`config.mk`:
```
export PLATFORM = sky130hd
export DESIGN_NAME = ram_access_ctrl_flat
export DESIGN_NICKNAME = d
export VERILOG_FILES = /design/src/rtl/ram_access_ctrl_if.sv /design/src/rtl/ram_access_ctrl.sv /design/src/flat_wrapper.sv
export SDC_FILE = /design/constraint.sdc
export NUM_CORES = 1
export LEC_CHECK = 0
export ABC_AREA = 1
export CELL_PAD_IN_SITES_DETAIL_PLACEMENT = 0
export CELL_PAD_IN_SITES_GLOBAL_PLACEMENT = 2
export CORE_MARGIN = 3
export CORE_UTILIZATION = 26
export DETAILED_ROUTE_END_ITERATION = 10
export HOLD_SLACK_MARGIN = 0.06
export MAX_ROUTING_LAYER = met4
export PLACE_DENSITY_LB_ADDON = 0.1
export SLEW_MARGIN = 25
export SYNTH_ARGS = -nofsm -noshare
export SYNTH_HDL_FRONTEND = slang
export SYNTH_SLANG_ARGS = --single-unit
```
`constraint.sdc`:
```
create_clock -name clk -period 1.4 [get_ports clk]
set_input_delay 0.28 -clock clk [delete_from_list [all_inputs] [get_ports clk]]
set_output_delay 0.28 -clock clk [all_outputs]
set_load 0.01 [all_outputs]
```
`src/rtl/ram_access_ctrl_if.sv`:
```
`default_nettype none
// ============================================================================
// Module      : ram_access_ctrl_if
// Description : Host request/response handshake plus word-array bus bundle.
// Revision    : 1.0 - initial release
// ============================================================================
interface ram_access_ctrl_if #(
    parameter int ADDR_W = 2,
    parameter int DATA_W = 4
);
    localparam int c_NUM_WORDS = 2 ** ADDR_W;

    logic                   req_valid;
    logic                   req_ready;
    logic                   req_write;
    logic [ADDR_W-1:0]      req_addr;
    logic [DATA_W-1:0]      req_wdata;
    logic                   rsp_valid;
    logic                   rsp_ready;
    logic                   rsp_write;
    logic [DATA_W-1:0]      rsp_rdata;
    logic [c_NUM_WORDS-1:0] word_sel;
    logic                   read_write;
    logic [DATA_W-1:0]      ram_in;
    logic [DATA_W-1:0]      ram_out;

    // Controller side.
    modport slave (
        input  req_valid, req_write, req_addr, req_wdata, rsp_ready, ram_out,
        output req_ready, rsp_valid, rsp_write, rsp_rdata, word_sel, read_write, ram_in
    );

    // Host and array side.
    modport master (
        output req_valid, req_write, req_addr, req_wdata, rsp_ready, ram_out,
        input  req_ready, rsp_valid, rsp_write, rsp_rdata, word_sel, read_write, ram_in
    );
endinterface
`default_nettype wire

```
`src/rtl/ram_access_ctrl.sv`:
```
`default_nettype none
// ============================================================================
// Module      : ram_access_ctrl
// Description : Sequences setup/strobe/hold accesses on a word-organised RAM.
// Revision    : 1.0 - initial release
// ============================================================================
module ram_access_ctrl #(
    parameter int ADDR_W        = 2,
    parameter int DATA_W        = 4,
    parameter int STROBE_CYCLES = 1
) (
    input  wire logic          clk,
    input  wire logic          rst_n,
    ram_access_ctrl_if.slave   bus
);
    localparam int                     c_NUM_WORDS = 2 ** ADDR_W;
    localparam logic [3:0]             c_CNT_LOAD  = 4'(STROBE_CYCLES - 1);
    localparam logic [c_NUM_WORDS-1:0] c_SEL_ONE   = c_NUM_WORDS'(1);

    typedef enum logic [2:0] {
        S_IDLE   = 3'd0,
        S_SETUP  = 3'd1,
        S_STROBE = 3'd2,
        S_HOLD   = 3'd3,
        S_RESP   = 3'd4
    } state_t;

    state_t                 r_state;
    logic                   r_op_write;
    logic [ADDR_W-1:0]      r_op_addr;
    logic [DATA_W-1:0]      r_op_wdata;
    logic [3:0]             r_cnt;
    logic                   r_req_ready;
    logic                   r_rsp_valid;
    logic                   r_rsp_write;
    logic [DATA_W-1:0]      r_rsp_rdata;
    logic [c_NUM_WORDS-1:0] r_word_sel;
    logic                   r_read_write;
    logic [DATA_W-1:0]      r_ram_in;

    state_t                 w_state_nxt;
    logic                   w_accept;
    logic                   w_capture;
    logic [3:0]             w_cnt_nxt;
    logic                   w_op_write;
    logic [ADDR_W-1:0]      w_op_addr;
    logic [DATA_W-1:0]      w_op_wdata;
    logic                   w_busy_nxt;
    logic [c_NUM_WORDS-1:0] w_word_sel_nxt;
    logic                   w_read_write_nxt;
    logic [DATA_W-1:0]      w_ram_in_nxt;
    logic                   w_rsp_write_nxt;

    always_comb begin
        w_state_nxt = r_state;
        w_cnt_nxt   = r_cnt;
        w_accept    = 1'b0;
        w_capture   = 1'b0;
        case (r_state)
            S_IDLE: begin
                if (bus.req_valid && r_req_ready) begin
                    w_accept    = 1'b1;
                    w_state_nxt = S_SETUP;
                end
            end
            S_SETUP: begin
                w_cnt_nxt   = c_CNT_LOAD;
                w_state_nxt = S_STROBE;
            end
            S_STROBE: begin
                if (r_cnt == 4'd0) begin
                    w_capture   = 1'b1;
                    w_state_nxt = S_HOLD;
                end else begin
                    w_cnt_nxt = r_cnt - 4'd1;
                end
            end
            S_HOLD: begin
                w_state_nxt = S_RESP;
            end
            S_RESP: begin
                if (bus.rsp_ready) begin
                    w_state_nxt = S_IDLE;
                end
            end
            default: begin
                w_state_nxt = S_IDLE;
            end
        endcase

        // Array outputs are registered from the next state, so the freshly
        // latched request must be visible here on the accepting edge.
        w_op_write = w_accept ? bus.req_write : r_op_write;
        w_op_addr  = w_accept ? bus.req_addr  : r_op_addr;
        w_op_wdata = w_accept ? bus.req_wdata : r_op_wdata;

        w_busy_nxt       = (w_state_nxt == S_SETUP) || (w_state_nxt == S_STROBE) ||
                           (w_state_nxt == S_HOLD);
        w_word_sel_nxt   = (w_state_nxt == S_STROBE) ? (c_SEL_ONE << w_op_addr) : '0;
        w_read_write_nxt = w_busy_nxt ? ~w_op_write : 1'b1;
        w_ram_in_nxt     = (w_busy_nxt && w_op_write) ? w_op_wdata : '0;
        w_rsp_write_nxt  = (r_state == S_HOLD) ? r_op_write : r_rsp_write;
    end

    always_ff @(posedge clk) begin
        if (!rst_n) begin
            r_state      <= S_IDLE;
            r_op_write   <= 1'b0;
            r_op_addr    <= '0;
            r_op_wdata   <= '0;
            r_cnt        <= 4'd0;
            r_req_ready  <= 1'b1;
            r_rsp_valid  <= 1'b0;
            r_rsp_write  <= 1'b0;
            r_rsp_rdata  <= '0;
            r_word_sel   <= '0;
            r_read_write <= 1'b1;
            r_ram_in     <= '0;
        end else begin
            r_state      <= w_state_nxt;
            r_op_write   <= w_op_write;
            r_op_addr    <= w_op_addr;
            r_op_wdata   <= w_op_wdata;
            r_cnt        <= w_cnt_nxt;
            r_req_ready  <= (w_state_nxt == S_IDLE);
            r_rsp_valid  <= (w_state_nxt == S_RESP);
            r_rsp_write  <= w_rsp_write_nxt;
            r_word_sel   <= w_word_sel_nxt;
            r_read_write <= w_read_write_nxt;
            r_ram_in     <= w_ram_in_nxt;
            if (w_capture) begin
                r_rsp_rdata <= r_op_write ? '0 : bus.ram_out;
            end
        end
    end

    assign bus.req_ready  = r_req_ready;
    assign bus.rsp_valid  = r_rsp_valid;
    assign bus.rsp_write  = r_rsp_write;
    assign bus.rsp_rdata  = r_rsp_rdata;
    assign bus.word_sel   = r_word_sel;
    assign bus.read_write = r_read_write;
    assign bus.ram_in     = r_ram_in;

endmodule
`default_nettype wire

```
`src/flat_wrapper.sv`:
```
// flat-port wrapper written by rule: the top's interface ports become plain ports
module ram_access_ctrl_flat 
#(
    parameter int ADDR_W        = 2,
    parameter int DATA_W        = 4,
    parameter int STROBE_CYCLES = 1
)
  (clk, rst_n, bus_req_valid, bus_req_write, bus_req_addr, bus_req_wdata, bus_rsp_ready, bus_ram_out, bus_req_ready, bus_rsp_valid, bus_rsp_write, bus_rsp_rdata, bus_word_sel, bus_read_write, bus_ram_in);
  ram_access_ctrl_if #(.ADDR_W(ADDR_W), .DATA_W(DATA_W)) bus_i ();
  input  wire logic clk;
  input  wire logic rst_n;
  input wire logic [$bits(bus_i.req_valid)-1:0] bus_req_valid;
  input wire logic [$bits(bus_i.req_write)-1:0] bus_req_write;
  input wire logic [$bits(bus_i.req_addr)-1:0] bus_req_addr;
  input wire logic [$bits(bus_i.req_wdata)-1:0] bus_req_wdata;
  input wire logic [$bits(bus_i.rsp_ready)-1:0] bus_rsp_ready;
  input wire logic [$bits(bus_i.ram_out)-1:0] bus_ram_out;
  output wire logic [$bits(bus_i.req_ready)-1:0] bus_req_ready;
  output wire logic [$bits(bus_i.rsp_valid)-1:0] bus_rsp_valid;
  output wire logic [$bits(bus_i.rsp_write)-1:0] bus_rsp_write;
  output wire logic [$bits(bus_i.rsp_rdata)-1:0] bus_rsp_rdata;
  output wire logic [$bits(bus_i.word_sel)-1:0] bus_word_sel;
  output wire logic [$bits(bus_i.read_write)-1:0] bus_read_write;
  output wire logic [$bits(bus_i.ram_in)-1:0] bus_ram_in;
  assign bus_i.req_valid = bus_req_valid;
  assign bus_i.req_write = bus_req_write;
  assign bus_i.req_addr = bus_req_addr;
  assign bus_i.req_wdata = bus_req_wdata;
  assign bus_i.rsp_ready = bus_rsp_ready;
  assign bus_i.ram_out = bus_ram_out;
  assign bus_req_ready = bus_i.req_ready;
  assign bus_rsp_valid = bus_i.rsp_valid;
  assign bus_rsp_write = bus_i.rsp_write;
  assign bus_rsp_rdata = bus_i.rsp_rdata;
  assign bus_word_sel = bus_i.word_sel;
  assign bus_read_write = bus_i.read_write;
  assign bus_ram_in = bus_i.ram_in;
  ram_access_ctrl #(.ADDR_W(ADDR_W), .DATA_W(DATA_W), .STROBE_CYCLES(STROBE_CYCLES)) u_core (.clk(clk), .rst_n(rst_n), .bus(bus_i));
endmodule
```
-- Yosys cells after proc, flatten, opt, wreduce, memory -nomap -nowiden
Cells that the tools add are included.
- register bits: 30
- word-level logic and storage cells: 50
- add/subtract/negate cells: 1
- equality and inequality tests: 9
- shifts and indexed selects: 1
- muxes and demuxes: 14
- bitwise operators: 1
- reductions and logical operators: 12
- operator list (cell ; number):
    3-bit one-hot mux with 5 select lines ; 1
    3-bit by 2-bit == test with 1-bit output (second input constant) ; 4
    4-bit 2-to-1 mux ; 3
    3-bit 2-to-1 mux ; 3
    4-bit one-hot mux with 2 select lines ; 1
    2-bit AND reduction ; 4
    3-bit by 1-bit == test with 1-bit output (second input constant) ; 2
    3-bit == test (second input constant) ; 2
    3-bit logical NOT ; 2
    1-bit 2-to-1 mux ; 5
    4-bit logical NOT ; 1
    1-bit by 2-bit left shift with 4-bit output (first input constant) ; 1
    4-bit by 1-bit subtractor with 4-bit output (second input constant) ; 1
    1-bit logical AND ; 2
    1-bit logical OR ; 2
    2-bit 2-to-1 mux ; 1
    2-bit != test (second input constant) ; 1
    2-bit nonzero test ; 1
    1-bit NOT ; 1

-- Longest topological paths before layout
- depth after elaboration: 8
- mapped depth: 9
- depth with buffers taken out: 9

-- Least setup slack after synthesis
No wires, ideal clock.
- kind: flip-flop to flip-flop
- start point: register u_core.r_req_ready (netlist: u_core.bus.req_ready)
- end point: register u_core.r_word_sel[3] (netlist: u_core.bus.word_sel[3])
- arrival: 1.036 ns
- required time: 1.281 ns
- slack: 0.246 ns
- stages on the path, launching flop included: 9
- path buffers: 1
- cells stage by stage: dfxtp_1 nand2_1 nor2_2 nand2_4 buf_6 nand2_1 nand2_1 nand3_1 nor2_1
- cells in the longest elaborated chain, start to end: 5
- elaborated cells on any way between the ends: 9
- RTL lines (item ; line ; text):
    start, declared ; ram_access_ctrl.sv:33 ; logic r_req_ready;
    start signal, assigned ; ram_access_ctrl.sv:125 ; r_req_ready <= (w_state_nxt == S_IDLE);
    1-bit logical AND * ; ram_access_ctrl.sv:61 ; if (bus.req_valid && r_req_ready) begin
    3-bit 2-to-1 mux / 1-bit 2-to-1 mux (equally long branches) ; ram_access_ctrl.sv:61 ;
    3-bit one-hot mux with 5 select lines / 1-bit 2-to-1 mux (equally long branches) ; ram_access_ctrl.sv:59 ; case (r_state)
    3-bit by 2-bit == test with 1-bit output / 2-bit 2-to-1 mux (equally long branches) ; ram_access_ctrl.sv:99, ram_access_ctrl.sv:94 ;
    2-bit AND reduction (no source line) / 1-bit by 2-bit left shift with 4-bit output (equally long branches) ; n/a ;
    end signal, assigned ; ram_access_ctrl.sv:128 ; r_word_sel <= w_word_sel_nxt;
    end, declared ; ram_access_ctrl.sv:37 ; logic [c_NUM_WORDS-1:0] r_word_sel;
Every way passes the cells marked *; elsewhere a longest branch is shown, timed or not.
A chain may end at the register's enable or synchronous reset.

-- Worst setup path in the final report
- start point: input bus_req_valid
- end point: register u_core.r_ram_in[1] (netlist: u_core.bus.ram_in[1])
- cells in the longest elaborated chain, start to end: 8
- elaborated cells on any way between the ends: 14
- RTL lines (item ; line ; text):
    start, declared ; flat_wrapper.sv:12 ; input wire logic [$bits(bus_i.req_valid)-1:0] bus_req_valid;
    1-bit logical AND * ; ram_access_ctrl.sv:61 ;
    3-bit 2-to-1 mux ; ram_access_ctrl.sv:61 ;
    3-bit one-hot mux with 5 select lines ; ram_access_ctrl.sv:59 ;
    3-bit by 1-bit == test with 1-bit output / 3-bit by 2-bit == test with 1-bit output (equally long branches) ; ram_access_ctrl.sv:97 ; w_busy_nxt = (w_state_nxt == S_SETUP) || (w_state_nxt == S_STROBE) ||
    1-bit logical OR (2 in a row) ; ram_access_ctrl.sv:97 ;
    1-bit logical AND ; ram_access_ctrl.sv:101 ; w_ram_in_nxt = (w_busy_nxt && w_op_write) ? w_op_wdata : '0;
    2-bit AND reduction (no source line) ; n/a ;
    end signal, assigned ; ram_access_ctrl.sv:130 ; r_ram_in <= w_ram_in_nxt;
    end, declared ; ram_access_ctrl.sv:39 ; logic [DATA_W-1:0] r_ram_in;
Marks and branches as above.

==> results.md <==
- Area growth from synthesis to layout: 41.6%
- Design area: between 1500 and 2000 um^2
- Number of antenna diodes: 0
- Setup crit start kind: input port
- RSZ-0062 raised after global routing: false
- Layout cells sized above 1: roughly an eighth
- Cell Pwr Density: between 1500 and 2000 nW/um^2
- Num CTS Buffers: 5
- Top post-synthesis cells by area: dfxtp_1, nand2_1, nor2_1
- First-pass GRT wire length: about 4300 um
- Buf/Inv on CP: 1
- Crit-path leading delay family: simple AND/OR/NAND/NOR gates
- Lkg Pwr: between 0.8 and 0.9 nW
- Syn Inst Count: ~160
- GP Congestion: ~0.76
- Via count: between 1,000 and 1,500
- Tot GR Track Use: 11.0%
- Seq/Total Area, Yosys: between 50% and 60%
- DR WL/cell: around 11 um
- Fmax: approximately 780 MHz
- Initial antenna violation count: 0
- Flops & latches, synth: 30
- Routed Antenna Nets: 0
- Slowest CP cell: clkdlybuf4s50_1
- Mapped Area: approximately 1200 um^2
- Crit end category: flop
- Tmin final: about 1.3 ns
- Nets: roughly 210
- Post-Syn Area per Cell: approximately 7.7 um^2
- Final WL: 2670 um
- WP data arrival: ~1.5 ns
- Pin count of the biggest net entering global routing: 16
- Initial Utilization: ~27%
- Post-CTS setup buffer count: 0
- Clock Pin Slew Worst Setup and Hold Paths: 0.06 ns
- GRT overflow: 0
- Detailed Routing Iterations Pass 1: 4
- Via/cell ratio: 4.30
- Top cell type's share of synthesized area: 50.3%
- Tcrit/Tclk final: around 90%
- Core ar.: around 4400 um^2
- DP HPWL: 2030 um
- Clock Latency Late Sink: around 0.28 ns
- Worst VDD drop: 579 uV
- Slew @ Worst Pin: about 0.31 ns
- Number of global-route vias before repair: ~970
- Max Cap Viol: 0
- Die height: ~74 um
- First DRT Iteration DRCs: 54
- CP Cell Sequence: clkdlybuf4s50_1, nand2_1, nor2_2, nand2_4, nand3_1, nand3_2, nor2_1
- IO buf count: 30
- CTS max path bufs: 2
- Die width: ~74 um
- Final Util: 38.6%
- H-tree levels: 2
- Root Driver: clkbuf_8
- YS warnings: 0
- Dpl cell area: about 1600 um^2
- Hold WC Path Type: flop to flop
- Relative slew slack: roughly 79%
- # DRC: 0
- Critical path type: input port to flop
- TritonCTS clock tree: done
- # hold bufs at CTS: 0
- # rows: 24
- Post-synth cell types: 22
- Clock Sinks: 30
- Final Setup Violations: 0
- Clock Skews: between 0.005 and 0.006 ns
- Area leader, netlist: dfxtp_1
- Fin. max-slew vios: 0
- Status: finished clean
- Io pins: 31
- CTS resizes: 15
- CP max stage delay: roughly 0.46 ns
- Crit path max fanout: 15
- Final hold viol count: 0
- Fill count: 460
- Die area: approximately 5400 um^2
- Worst Path Required: ~1.6 ns
- Syn Nets: around 170
-- cells in the final DEF, fill, tap and decap left out, types with 3 or more instances in the layout --
cell type,synthesis,routed
clkdlybuf4s50_1,0,14
dlygate4sd2_1,0,15
nand2_1,31,31
clkbuf_8,0,6
nor2_1,25,25
a21oi_1,12,12
o21ai_1,4,4
nor2_2,3,3
dfxtp_1,30,30
buf_4,0,7
nand3_1,15,15
inv_1,18,18
-- worst min-delay path: stages (launching register included) --
cell and delay, ns:
dfxtp_1 0.30, nand2_1 0.06, a21oi_1 0.05
-- logic make-up after synthesis --
| family | after synthesis | synth area share (%) |
|---|---|---|
| fa+ha+maj | 2 | 2.09 |
| buf+inv | 23 | 8.58 |
| compound gates | 18 | 7.85 |
| simple gates | 82 | 31.2 |
| flops | 30 | 50.3 |
-- state kept, by name, indices dropped and copies added, names as in the netlist, 2 cells and up --
signal                cells
u_core.bus.ram_in         4
u_core.r_op_addr          2
u_core.bus.rsp_rdata      4
u_core.r_state            3
u_core.r_cnt              4
u_core.r_op_wdata         4
u_core.bus.word_sel       4
-- final timing paths --
check                           from                 endpoint  slack, ns  depth (start not counted)
max                    bus_req_valid     u_core.bus.ram_in[1]       0.11                          7
min          u_core.bus.rsp_rdata[0]  u_core.bus.rsp_rdata[0]       0.46                          2
max reg2reg          u_core.r_cnt[0]   u_core.bus.word_sel[3]       0.13                          7
min reg2reg  u_core.bus.rsp_rdata[0]  u_core.bus.rsp_rdata[0]       0.46                          2
-- per-stage QoR --
| step | TNS, ns | worst slack [ns] | power, mW | cells | hold slack (ns) |
|---|---|---|---|---|---|
| 2_1_floorplan | 0 | 0.246 | 1.61 | 155 | 0.372 |
| 3_3_place_gp | -1.87 | -0.162 | 1.90 | 242 | 0.453 |
| 3_5_place_dp | -2.16 | -0.197 | 1.91 | 242 | 0.457 |
| 4_1_cts | 0 | 0.0000292 | 2.61 | 250 | 0.464 |
| 5_1_grt | 0 | 0.00719 | 2.78 | 250 | 0.488 |
| 6_report | 0 | 0.111 | 2.58 | 250 | 0.459 |
-- where the power goes --
part,total [mW],internal [mW],switching [mW]
Combinational,0.827,0.352,0.475
Clock,0.717,0.394,0.323
Sequential,1.04,0.976,0.0607
-- final cells by class --
| class | count | area [um^2] | share of cell area, % |
|---|---|---|---|
| timing repair buffer | 38 | 357 | 21.1 |
| clock inverter | 2 | 12.5 | 0.740 |
| clock buffer | 6 | 82.6 | 4.88 |
| tap | 52 | 65.1 | 3.85 |
| sequential | 30 | 601 | 35.5 |
| multi-input combinational | 102 | 499 | 29.5 |
| inverter | 20 | 75.1 | 4.44 |
-- cells in the mapped netlist --
cell      count
buf_2         1
nor2_2        3
nand3b_1      1
nand3_1      15
ha_1          2
a21oi_1      12
inv_2         1
inv_1        18
nor2_1       25
nand4_1       1
nor3_1        1
buf_6         2
nor2_4        2
nand2_1      31
nand3_2       1
nand2_2       1
o21ai_0       1
dfxtp_1      30
nand2_4       1
clkinv_1      1
o21ai_2       1
o21ai_1       4
-- routing by layer --
layer	vias up	part of all wire (%)	track usage [%]
li1	567	-	-
met1	475	48	13.6
met2	28	44	15.6
met3	4	7.0	4.38
met4	0	1.1	5.43
met5	-	0	-
No activity file was read; power rests on OpenSTA's default activity.
